--- src/rtl/ecc_mem_scrubber.sv ---
// Background SEC-DED(39,32) memory scrubber.
// Sweeps DEPTH words, corrects single-bit errors by write-back and counts/flags
// uncorrectable ones. The core always wins the memory port; the scrubber owns it
// only while scrub_active is high.
module ecc_mem_scrubber #(
    parameter int unsigned DEPTH     = 32,
    parameter int unsigned SCRUB_GAP = 4,
    parameter int unsigned CNT_W     = 16
) (
    input  logic             clk,
    input  logic             rst_in,
    input  logic             scrub_en,
    input  logic             core_busy,
    input  logic [38:0]      mem_rd,
    output logic [31:0]      mem_addr,
    output logic [38:0]      mem_wd,
    output logic             mem_we,
    output logic             scrub_active,
    output logic             sweep_done,
    output logic [CNT_W-1:0] corr_count,
    output logic [CNT_W-1:0] uncorr_count,
    output logic [31:0]      last_err_addr,
    output logic             err_irq
);

    localparam int unsigned PTR_W    = (DEPTH > 1) ? $clog2(DEPTH) : 1;
    localparam int unsigned GAP_W    = $clog2(SCRUB_GAP + 1) + 1;
    localparam int unsigned GAP_LAST = (SCRUB_GAP > 0) ? SCRUB_GAP - 1 : 0;

    typedef enum logic [2:0] {
        StIdle,
        StGap,
        StRead,
        StCheck,
        StWrite
    } state_e;

    state_e             state_q;
    logic [PTR_W-1:0]   ptr_q;
    logic [GAP_W-1:0]   gap_q;
    logic [38:0]        rd_q;
    logic [38:0]        wd_q;
    logic               abort_q;
    logic               sweep_done_q;
    logic [CNT_W-1:0]   corr_q;
    logic [CNT_W-1:0]   uncorr_q;
    logic [31:0]        last_err_q;
    logic               irq_q;

    logic [5:0]         syn;
    logic               ov;
    logic               is_clean;
    logic               is_single;
    logic [38:0]        corrected;
    logic               ptr_last;
    logic [PTR_W-1:0]   ptr_next;
    logic               gap_done;
    logic               wr_fire;
    state_e             after_word;

    // Syndrome decode of the word captured in READ
    always_comb begin
        syn = '0;
        for (int p = 1; p < 39; p++) begin
            for (int k = 0; k < 6; k++) begin
                if (((p >> k) & 1) == 1) begin
                    syn[k] = syn[k] ^ rd_q[p];
                end
            end
        end
        ov        = ^rd_q;
        is_clean  = !ov && (syn == 6'd0);
        is_single = ov && (syn <= 6'd38);
        // syn == 0 with ov set means only the overall parity bit flipped
        corrected = rd_q ^ (39'd1 << syn);
    end

    // Word-completion bookkeeping: pointer wrap and where to go next
    always_comb begin
        ptr_last = (ptr_q == PTR_W'(DEPTH - 1));
        ptr_next = ptr_last ? '0 : ptr_q + PTR_W'(1);
        gap_done = (gap_q >= GAP_W'(GAP_LAST));
        if (!scrub_en) begin
            after_word = StIdle;
        end else if ((SCRUB_GAP == 0) && !core_busy) begin
            after_word = StRead;
        end else begin
            after_word = StGap;
        end
    end

    // Scrub sequencer with counters and status registers
    always_ff @(posedge clk or negedge rst_in) begin
        if (!rst_in) begin
            state_q      <= StIdle;
            ptr_q        <= '0;
            gap_q        <= '0;
            rd_q         <= '0;
            wd_q         <= '0;
            abort_q      <= 1'b0;
            sweep_done_q <= 1'b0;
            corr_q       <= '0;
            uncorr_q     <= '0;
            last_err_q   <= '0;
            irq_q        <= 1'b0;
        end else begin
            sweep_done_q <= 1'b0;
            unique case (state_q)
                StIdle: begin
                    if (scrub_en) begin
                        state_q <= StGap;
                    end
                end
                StGap: begin
                    if (!scrub_en) begin
                        state_q <= StIdle;
                        gap_q   <= '0;
                    end else if (gap_done) begin
                        if (!core_busy) begin
                            state_q <= StRead;
                            gap_q   <= '0;
                        end
                    end else begin
                        gap_q <= gap_q + GAP_W'(1);
                    end
                end
                StRead: begin
                    rd_q    <= mem_rd;
                    abort_q <= 1'b0;
                    state_q <= StCheck;
                end
                StCheck: begin
                    if (is_single) begin
                        wd_q    <= corrected;
                        // Core touched memory since our read: data may be stale
                        abort_q <= core_busy;
                        state_q <= StWrite;
                    end else begin
                        if (!is_clean) begin
                            if (uncorr_q != '1) begin
                                uncorr_q <= uncorr_q + CNT_W'(1);
                            end
                            last_err_q <= 32'(ptr_q);
                            irq_q      <= 1'b1;
                        end
                        ptr_q        <= ptr_next;
                        sweep_done_q <= ptr_last;
                        state_q      <= after_word;
                    end
                end
                StWrite: begin
                    if (core_busy) begin
                        abort_q <= 1'b1;
                    end else if (abort_q) begin
                        abort_q <= 1'b0;
                        state_q <= StRead;
                    end else begin
                        if (corr_q != '1) begin
                            corr_q <= corr_q + CNT_W'(1);
                        end
                        last_err_q   <= 32'(ptr_q);
                        ptr_q        <= ptr_next;
                        sweep_done_q <= ptr_last;
                        state_q      <= after_word;
                    end
                end
                default: begin
                    state_q <= StIdle;
                end
            endcase
        end
    end

    // Port drive: write only in an uncontested, non-aborted WRITE cycle
    assign wr_fire       = (state_q == StWrite) && !core_busy && !abort_q;
    assign scrub_active  = (state_q == StRead) || wr_fire;
    assign mem_we        = wr_fire;
    assign mem_addr      = scrub_active ? 32'(ptr_q) : 32'd0;
    assign mem_wd        = wr_fire ? wd_q : 39'd0;
    assign sweep_done    = sweep_done_q;
    assign corr_count    = corr_q;
    assign uncorr_count  = uncorr_q;
    assign last_err_addr = last_err_q;
    assign err_irq       = irq_q;

endmodule

--- config.mk ---
export PLATFORM = sky130hd
export DESIGN_NAME = ecc_mem_scrubber
export DESIGN_NICKNAME = d
export VERILOG_FILES = /design/src/rtl/ecc_mem_scrubber.sv
export SDC_FILE = /design/constraint.sdc
export NUM_CORES = 1
export LEC_CHECK = 0
export CAP_MARGIN = 0
export CORE_ASPECT_RATIO = 0.5
export CORE_UTILIZATION = 41
export DETAILED_ROUTE_END_ITERATION = 12
export MAX_ROUTING_LAYER = met4
export PLACE_DENSITY = 0.68
export SETUP_SLACK_MARGIN = 0.15
export SLEW_MARGIN = 40
export SYNTH_ARGS = -nofsm -noshare
export SYNTH_HDL_FRONTEND = slang
export SYNTH_SLANG_ARGS = --single-unit
--- constraint.sdc ---
create_clock -name clk -period 7.32 [get_ports clk]
set_clock_uncertainty 0.15 [all_clocks]
set_input_delay 1.098 -clock clk [delete_from_list [all_inputs] [get_ports clk]]
set_output_delay 1.098 -clock clk [all_outputs]
set_load 0.02 [all_outputs]
==> After elaboration in Yosys (flattened, before gate mapping) <==
Index checks and enable logic that the tools add are counted.
W data, S select, Z words.
{ "totals": {"inputBits": 43, "register_bits": 157, "wordCells": 182, "output_inout_bits": 139} }
{ "classes": {"eq_ne": 16, "n_bitwise": 95, "magnitude_cmp": 2, "muxes": 31, "add_sub_neg": 4, "n_reduce_logical": 22, "n_shift": 1} }
{ "ops": {"columns": ["operator", "n"], "rows": [
  ["$mux W32", 4],
  ["$xor A1 B1 Y1", 90],
  ["$pmux W32 S2", 1],
  ["$mux W39", 1],
  ["$reduce_xor A39 Y1", 1],
  ["$shl A1 B6 Y39 const A", 1],
  ["$xor A39 B39 Y39", 1],
  ["$add A16 B1 Y16 const B", 2],
  ["$ne A16 B16 Y1 const B", 2],
  ["$mux W5", 5],
  ["$mux W3", 6],
  ["$reduce_and A4 Y1", 4],
  ["$pmux W3 S5", 1],
  ["$mux W4", 3],
  ["$ne A2 B2 Y1 const B", 6],
  ["$pmux W5 S2", 1],
  ["$ne A3 B3 Y1 const B", 3],
  ["$eq A3 B2 Y1 const B", 2],
  ["$le A6 B6 Y1 const B", 1],
  ["$logic_not A6 Y1", 1],
  ["$mux W1", 6],
  ["$reduce_and A2 Y1", 3],
  ["$add A5 B1 Y5 const B", 1],
  ["$eq A5 B5 Y1 const B", 1],
  ["16 further kinds", 24]
]} }

==> Longest topological paths before layout <==
Gate-level depths: netlist of the first run.
{ "logic_depth": {"depth_word": 23, "ltp_mapped": 12, "ltp_nobuf": 9} }

==> Worst setup path after synthesis of the first run <==
No wires, ideal clock.
{ "synth_timing": {"kind": "input to output", "startpoint": "input core_busy", "endpoint": "output mem_wd[30]", "t_arrival_ns": 2.434, "t_required_ns": 6.072, "slack_ns": 3.638, "path_stages": 5, "n_path_buf": 2, "path_cell_list": "clkbuf_1 > or3_1 > inv_1 > clkbuf_1 > and2_1"} }
{ "synth_via": {"elab_chain_cells": 4} }
{ "synth_rtl": {"columns": ["element", "line_no", "rtl"], "rows": [
  ["from (decl)", "13", "input logic core_busy,"],
  ["$logic_not A1 Y1", "175", "assign wr_fire = (state_q == StWrite) && !core_busy && !abort_q;"],
  ["$logic_and A1 B1 Y1 (2 in a row)", "175", null],
  ["named net mem_we", "17", "output logic mem_we,"],
  ["$mux W39", "179", "assign mem_wd = wr_fire ? wd_q : 39'd0;"],
  ["to (decl)", "16", "output logic [38:0] mem_wd,"]
]} }
The timed path passes the listed nets, and every way through them passes these cells.

==> Final worst setup path of the first run <==
{ "layout_timing": {"startpoint": "input core_busy", "endpoint": "output mem_addr[0]"} }
{ "layout_via": {"elab_chain_cells": 5} }
{ "layout_rtl": {"columns": ["element", "line_no", "rtl"], "rows": [
  ["$logic_not A1 Y1", "175", null],
  ["$logic_and A1 B1 Y1 (2 in a row)", "175", null],
  ["$logic_or A1 B1 Y1", "176", "assign scrub_active = (state_q == StRead) || wr_fire;"],
  ["$mux W5", "178", "assign mem_addr = scrub_active ? 32'(ptr_q) : 32'd0;"],
  ["to (decl)", "15", "output logic [31:0] mem_addr,"]
]} }
Every way passes these cells.

==> metrics.yaml, run 1 <==
logic_synthesis:
  synth-xor-area-share_pct: 17.5
  async_flop_share_pct: 100
  synth_compound_area_share_pct: 8.04
  synth_fa_ha_area_share_pct: 0.817
  syn_area_um2: 7660
  synth.avg_cell_area_um2: 10.5
  seq_area_frac_synth_pct: 42.5
  netlist_instances: 730
  synth_top_family_by_area: "XOR/XNOR gates"
  ys_warn_count: 0
  synth.distinct_cells: 55
  ys.flop_type: "dfrtp_1"
  synth.mux.area_fraction_pct: 7.45
  synth-edff-count: 0
  yosys.area_share.simple_pct: 16.1
  synth-seq-cells: 130
setup_path:
  critical_path_class: "input port to primary output"
  r2r_setup_slack_ns: 3.58
  timing.rr.end: "wd_q[38]"
  r2r-start: "rd_q[11]"
  crit_path_max_fanout: 43
  cp-startpoint: "core_busy"
  endpoint_kind: "primary output"
  arrival_ns: 3.59
  critPathRequiredTime_ns: 6.07
  crit_path_end: "mem_addr[0]"
  r2r_cells: 9
  cp-start-kind: "input port"
drt:
  wire_per_inst_um: 15.3
  wirelength_um: 16800
  detail_route.iter0.violations: 301
  drc_errors: 0
  vias_per_cell: 4.85
  drtPass1Iterations: 4
  antenna_left: 0
  dr_total_vias: 5317
floorplanning:
  die_h_um: 98.7
  core_um2: 17800
  io-pin-count: 182
  start_util_pct: 43.0
  rows: 34
  chipWidth_um: 195
  die-area_um2: 19300
timing:
  final_max_slew_viol_count: 0
  setup_tns_ns: 0
  worst_slack_ns: 2.48
  tightest_slew_ns: 0.681
  fmax_ghz: 0.207
  rsz0062_at_grt: "false"
  setup_viol: 0
  period_share_pct: 66.1
  layout_min_cycle_time_ns: 4.84
  relSlewSlack_pct: 54.6
  hold_viol_final: 0
clock_network:
  worst_skew_pair.late_latency_ns: 0.41
  post-cts-setup-buffer-count: 0
  cts_tree: "done"
  htreeDepth: 4
  clk_path_buf_depth: 2
  clkSinkCount: 130
  cts.clk_slew.worst_paths_ns: 0.06
  post_cts_resized: 0
  cts_hold_buffers: 0
  cts_inserted_buffers: 17
  cts-root-buf: "clkbuf_16"
global_routing:
  grt_pass1_vias: 5412
  antenna_found_initial: 0
  grt_max_degree: 69
  grt-ovfl-total: 0
  gr-usage-all-layers_pct: 19.0
  grt_first_pass_wirelength_um: 28000
final_layout:
  antenna_cells: 0
  drive_gt1_share_pct: 15.8
  ff_latch_area_um2: 3250
  multi_input_area_um2: 4050
  syn_to_final_growth_pct: 25.3
  design_area_um2: 9600
  mostFrequentLayoutCells: "130 x dfrtp_1, 126 x clkdlybuf4s50_1, 73 x xnor2_1"
  num-fill-cells: 1597
  layout_commonest_cell: "dfrtp_1"
  fin_nets: 898
  utilization_pct: 53.8
status:
  status: "completed"
place:
  hpwl_um: 11700
  globalplace.congestion: 0.778
  dp_slack_ns: 2.45
  port_buffers: 127
  placed_cell_area_um2: 8900
hold_path:
  hp-class: "flip-flop to flip-flop"
  hold_depth: 1
job:
  max-cap-violations: 0
stage by stage:
stage               hold slack (ns)  cells
finish                        0.333   1097
global route                  0.364   1097
CTS                           0.341   1097
detailed placement            0.323   1065
global placement              0.324   1065
floorplan                     0.299    783
state kept, by name (all words and copies together), names as in the netlist:
register / cells
wd_q: 39
state_q: 3
gap_q: 4
abort_q: 1
last_err_addr: 5
sweep_done: 1
err_irq: 1
ptr_q: 5
uncorr_count: 16
rd_q: 39
corr_count: 16
cell type report:
cell class	instances	share of cell area, %
clock buffer	20	4.76
clock inverter	12	2.37
inverter	6	0.235
multi-input combinational	565	42.2
sequential	130	33.9
tap	234	3.05
timing repair buffer	130	13.5
cells in the mapped netlist, drive strengths merged, types with 5 or more instances:
cell type / count / area share [%]
nor2b: 13 / 1.1
ha: 5 / 0.82
inv: 6 / 0.29
nor3: 10 / 0.72
and2: 45 / 3.7
mux2: 49 / 7.4
o21ai: 11 / 0.72
a21oi: 47 / 4.5
clkbuf: 14 / 0.69
buf: 68 / 6.6
and3: 24 / 2.0
nand4: 9 / 0.74
xor2: 53 / 6.3
xnor2: 81 / 10
nand2: 49 / 2.4
nand3: 19 / 1.2
dfrtp: 130 / 42
nor2: 59 / 2.9
worst max-delay path, stage by stage:
cell             delay (ns)
clkdlybuf4s50_1        0.56
or3_1                  0.47
inv_2                  0.43
nor2_1                 0.23
nor2b_1                0.16
clkdlybuf4s50_1        0.61
cell families after synthesis:
group                      after synthesis
buffers and inverters                   88
xor gates and xnor gates               138
and+or+nand+nor                        240
AOI/OAI and AO/OA                       79
adders and majority gates                5
muxes                                   49
other                                    1
DFF                                    130
worst min path at each step:
stage,to,from,slack [ns]
floorplan,wd_q[38],wd_q[38],0.30
global placement,corr_count[9],corr_count[9],0.32
detailed placement,corr_count[11],corr_count[11],0.32
CTS,corr_count[11],corr_count[11],0.34
global route,uncorr_count[10],uncorr_count[10],0.36
finish,err_irq,err_irq,0.33
metal layers:
layer	vias up	wire (µm)	global-route usage (%)	share of wire, %
met5	-	0	-	0
met4	0	182	6.48	1.1
met3	12	556	2.94	3.3
met2	124	7980	30.0	48
met1	2608	8060	25.0	48
li1	2573	-	-	-
Power of run 1 is left out: the tool's default activity adds up to more than one toggle a clock period on the data nets, which glitch-free logic cannot reach.
==> run 2, diff against run 1 <==
--- a/config.mk
+++ b/config.mk
@@ -10,7 +10,7 @@
 export CORE_UTILIZATION = 41
 export DETAILED_ROUTE_END_ITERATION = 12
 export MAX_ROUTING_LAYER = met4
-export PLACE_DENSITY = 0.68
+export PLACE_DENSITY = 0.71
 export SETUP_SLACK_MARGIN = 0.15
 export SLEW_MARGIN = 40
 export SYNTH_ARGS = -nofsm -noshare
==> constraint.sdc (replaced) <==
create_clock -name clk -period 4.41 [get_ports clk]
set_clock_uncertainty 0.15 [all_clocks]
set_input_delay 0.6615 -clock clk [delete_from_list [all_inputs] [get_ports clk]]
set_output_delay 0.6615 -clock clk [all_outputs]
set_load 0.02 [all_outputs]
==> metrics.yaml, run 2 (same netlist as run 1, synthesis figures left out) <==
clock_network:
  worst_skew_pair.late_latency_ns: 0.42
  cts-root-buf: "clkbuf_16"
  post-cts-setup-buffer-count: 0
  htreeDepth: 4
  cts_tree: "done"
  clk_path_buf_depth: 2
  cts.clk_slew.worst_paths_ns: 0.06
  post_cts_resized: 0
  cts_hold_buffers: 0
  clkSinkCount: 130
  cts_inserted_buffers: 17
drt:
  vias_per_cell: 4.86
  drc_errors: 0
  dr_total_vias: 5358
  antenna_left: 0
  wire_per_inst_um: 15.0
  drtPass1Iterations: 5
  wirelength_um: 16500
  detail_route.iter0.violations: 303
setup_path:
  endpoint_kind: "primary output"
  crit_path_max_fanout: 22
  arrival_ns: 2.89
  cp-startpoint: "core_busy"
  critical_path_class: "input port to primary output"
  critPathRequiredTime_ns: 3.60
  r2r-start: "rd_q[13]"
  r2r_setup_slack_ns: 0.95
  cp-start-kind: "input port"
final_layout:
  mostFrequentLayoutCells: "130 x dfrtp_1, 126 x clkdlybuf4s50_1, 73 x xnor2_1"
  fin_nets: 904
  drive_gt1_share_pct: 15.9
  antenna_cells: 0
  layout_commonest_cell: "dfrtp_1"
  ff_latch_area_um2: 3250
  reg_top3: "rd_q: 39 flops, wd_q: 39 flops"
  syn_to_final_growth_pct: 24.9
  num-fill-cells: 1545
  multi_input_area_um2: 4030
timing:
  rsz0062_at_grt: "false"
  period_share_pct: 83.8
  tightest_slew_ns: 0.681
  setup_tns_ns: 0
  hold_viol_final: 0
  final_max_slew_viol_count: 0
  layout_min_cycle_time_ns: 3.70
  relSlewSlack_pct: 54.4
  fmax_ghz: 0.270
  setup_viol: 0
global_routing:
  gr-usage-all-layers_pct: 18.7
  grt_first_pass_wirelength_um: 27800
  grt_max_degree: 71
  grt_pass1_vias: 5411
  grt-ovfl-total: 0
  antenna_found_initial: 0
floorplanning:
  die-area_um2: 19300
  io-pin-count: 182
  rows: 34
  core_um2: 17800
  die_h_um: 98.7
  chipWidth_um: 195
  start_util_pct: 43.0
job:
  max-cap-violations: 0
status:
  status: "completed"
place:
  hpwl_um: 12100
  globalplace.congestion: 0.843
  port_buffers: 127
hold_path:
  hp-class: "input port to asynchronous set/reset pin"
## run 2: cell count changes in the layout (fill, tap and decap cells not counted), sizes merged
| cell | previous run | this run |
|---|---|---|
| buf | 4 | 10 |
| bufinv | 6 | 3 |
| clkbuf | 20 | 19 |
| clkinv | 4 | 6 |
| clkinvlp | 1 | 2 |
## run 2: path summary, 6_finish.rpt
kind / endpoint / cells after the start
worst max-delay path: mem_addr[0] / 7
worst min-delay path: wd_q[25] / 1
worst max register to register: uncorr_count[1] / 9
worst min register to register: uncorr_count[8] / 1
max in group asynchronous: state_q[1] / 2
min in group clk: uncorr_count[8] / 1
## run 2: metal layers
layer	global-route usage, %	wire (µm)
met5	-	0
met4	5.75	157
met3	2.70	459
met2	29.9	7910
met1	24.8	7990
## run 2: final cells by class
class                   instances  area share, %
repair buffers                136           14.3
flip-flops and latches        130           34.0
clock buffers                  19           4.63
clock inverters                12           1.66
multi-input cells             565           42.1
inverters                       6          0.235
well taps                     234           3.06
## run 2: worst max-delay path, stage by stage
cell	delay (ns)
clkdlybuf4s50_1	0.57
or3_1	0.47
inv_1	0.09
buf_4	0.22
nor2_1	0.14
nor2b_1	0.12
clkdlybuf4s50_1	0.61
## run 2: through the flow
stage,hold WS (ns),cells,cell area (µm²),worst slack [ns],utilization (%)
final,0.0726,1102,9570,0.713,53.7
after CTS,0.110,1102,9570,0.692,53.7
after floorplan,0.216,783,7860,1.53,-
after detailed placement,0.332,1071,8970,0.697,50.3
after global routing,0.135,1102,9570,0.503,53.7
after global placement,0.325,1071,8960,0.745,50.3
Power of run 2 is left out for the same reason.
==> run 3, diff against run 2 <==
==> constraint.sdc (replaced) <==
create_clock -name clk -period 3 [get_ports clk]
set_clock_uncertainty 0.15 [all_clocks]
set_input_delay 0.45 -clock clk [delete_from_list [all_inputs] [get_ports clk]]
set_output_delay 0.45 -clock clk [all_outputs]
set_load 0.02 [all_outputs]
==> metrics.yaml, run 3 (same netlist as run 1, synthesis figures left out) <==
place:
  dp_cells: 1110
  globalplace.congestion: 0.865
  port_buffers: 127
  hpwl_um: 12400
drt:
  detail_route.iter0.violations: 331
  wire_per_inst_um: 15.3
  wirelength_um: 17700
  antenna_left: 0
  dr_total_vias: 5650
  drc_errors: 0
  vias_per_cell: 4.89
  drtPass1Iterations: 5
status:
  status: "completed"
final_layout:
  syn_to_final_growth_pct: 32.0
  drive_gt1_share_pct: 29.9
  antenna_cells: 0
  fin_nets: 958
  mostFrequentLayoutCells: "124 x dfrtp_1, 80 x clkdlybuf4s50_1, 57 x xnor2_1"
  layout_commonest_cell: "dfrtp_1"
  final_cells: 1156
  reg_top3: "rd_q: 39 flops, wd_q: 39 flops"
global_routing:
  antenna_found_initial: 0
  grt_max_degree: 54
  grt_first_pass_wirelength_um: 28600
  grt_pass1_vias: 5580
  gr-usage-all-layers_pct: 19.5
  grt-ovfl-total: 0
setup_path:
  crit_top_cell: "xnor2_2"
  critical_path_class: "flip-flop to flip-flop"
  cp-start-kind: "flip-flop"
  r2r_cells: 10
  crit_path_end: "last_err_addr[3]"
  path_cells: "xnor2_2 -> xnor2_2 -> buf_6 -> xnor2_4 -> xnor3_2 -> o211ai_4 -> a21boi_4 -> o31a_1 -> a21o_4 -> mux2_4"
  r2r-start: "rd_q[15]"
  crit_path_max_fanout: 5
  endpoint_kind: "flip-flop"
  crit_family: "XOR/XNOR gates"
  path_buf_inv: 1
  arrival_ns: 3.13
  r2r_setup_slack_ns: 0.02
  critPathRequiredTime_ns: 3.15
  timing.rr.end: "last_err_addr[3]"
  critPathMaxStageDelay_ns: 0.52
  worstSetupPathDepth: 10
  cp-startpoint: "rd_q[15]"
  slowest_stage: "xnor3_2"
timing:
  setup_viol: 0
  relSlewSlack_pct: 60.8
  fmax_ghz: 0.336
  period_share_pct: 99.2
  tightest_slew_ns: 0.588
  final_max_slew_viol_count: 0
  rsz0062_at_grt: "true"
  hold_viol_final: 0
  layout_min_cycle_time_ns: 2.98
clock_network:
  clk_path_buf_depth: 2
  clkSinkCount: 130
  cts.clk_slew.worst_paths_ns: 0.06
  htreeDepth: 4
  worst_skew_pair.late_latency_ns: 0.42
  cts_tree: "done"
  cts-root-buf: "clkbuf_16"
  cts_inserted_buffers: 17
job:
  max-cap-violations: 0
floorplanning:
  chipWidth_um: 195
  rows: 34
  io-pin-count: 182
  die-area_um2: 19300
  core_um2: 17800
  start_util_pct: 43.0
  die_h_um: 98.7
hold_path:
  hp-class: "flip-flop to flip-flop"
## run 3: worst min-delay path by stage
stage | slack [ns] | endpoint | start | depth (start not counted)
floorplan | 0.004 | abort_q | rst_in | 0
global placement | 0.30 | err_irq | err_irq | 1
detailed placement | 0.30 | err_irq | err_irq | 1
CTS | 0.32 | err_irq | err_irq | 1
global route | 0.34 | err_irq | err_irq | 1
finish | 0.32 | err_irq | err_irq | 1
## run 3: repair_timing
action	in CTS	in global routing
hold buffers	1	0
gates resized for setup	63	122
buffers inserted	7	6
hold endpoints to repair	39	0
setup endpoints to repair	112	113
gates cloned	0	1
pin swaps	15	22
## run 3: layout make-up
| cell class | count | area (µm²) |
|---|---|---|
| well taps | 234 | 293 |
| clock buffers | 19 | 453 |
| clock inverters | 12 | 181 |
| inverters | 6 | 22.5 |
| fillers | 1460 | 7720 |
| flip-flops and latches | 130 | 3260 |
| repair buffers | 190 | 1620 |
| multi-input cells | 565 | 4280 |
## run 3: metal layers
layer / vias to the layer above / track usage (%) / share of wire, %
met5: - / - / 0
met4: 0 / 7.15 / 1.5
met3: 21 / 2.91 / 3.0
met2: 147 / 30.9 / 48
met1: 2791 / 25.6 / 48
li1: 2691 / - / -
## run 3: through the flow
| stage | area, µm² | hold slack [ns] | setup TNS [ns] | utilization [%] | worst slack, ns |
|---|---|---|---|---|---|
| finish | 10100 | 0.320 | 0 | 56.7 | 0.0229 |
| global route | 10100 | 0.339 | -0.402 | 56.7 | -0.0395 |
| CTS | 10000 | 0.318 | 0 | 56.4 | 0.119 |
| detailed placement | 9310 | 0.304 | -0.161 | 52.2 | -0.0512 |
| global placement | 9310 | 0.301 | 0 | 52.2 | 0.0101 |
| floorplan | 7860 | 0.00441 | 0 | - | 0.168 |
Power of run 3 is left out for the same reason.
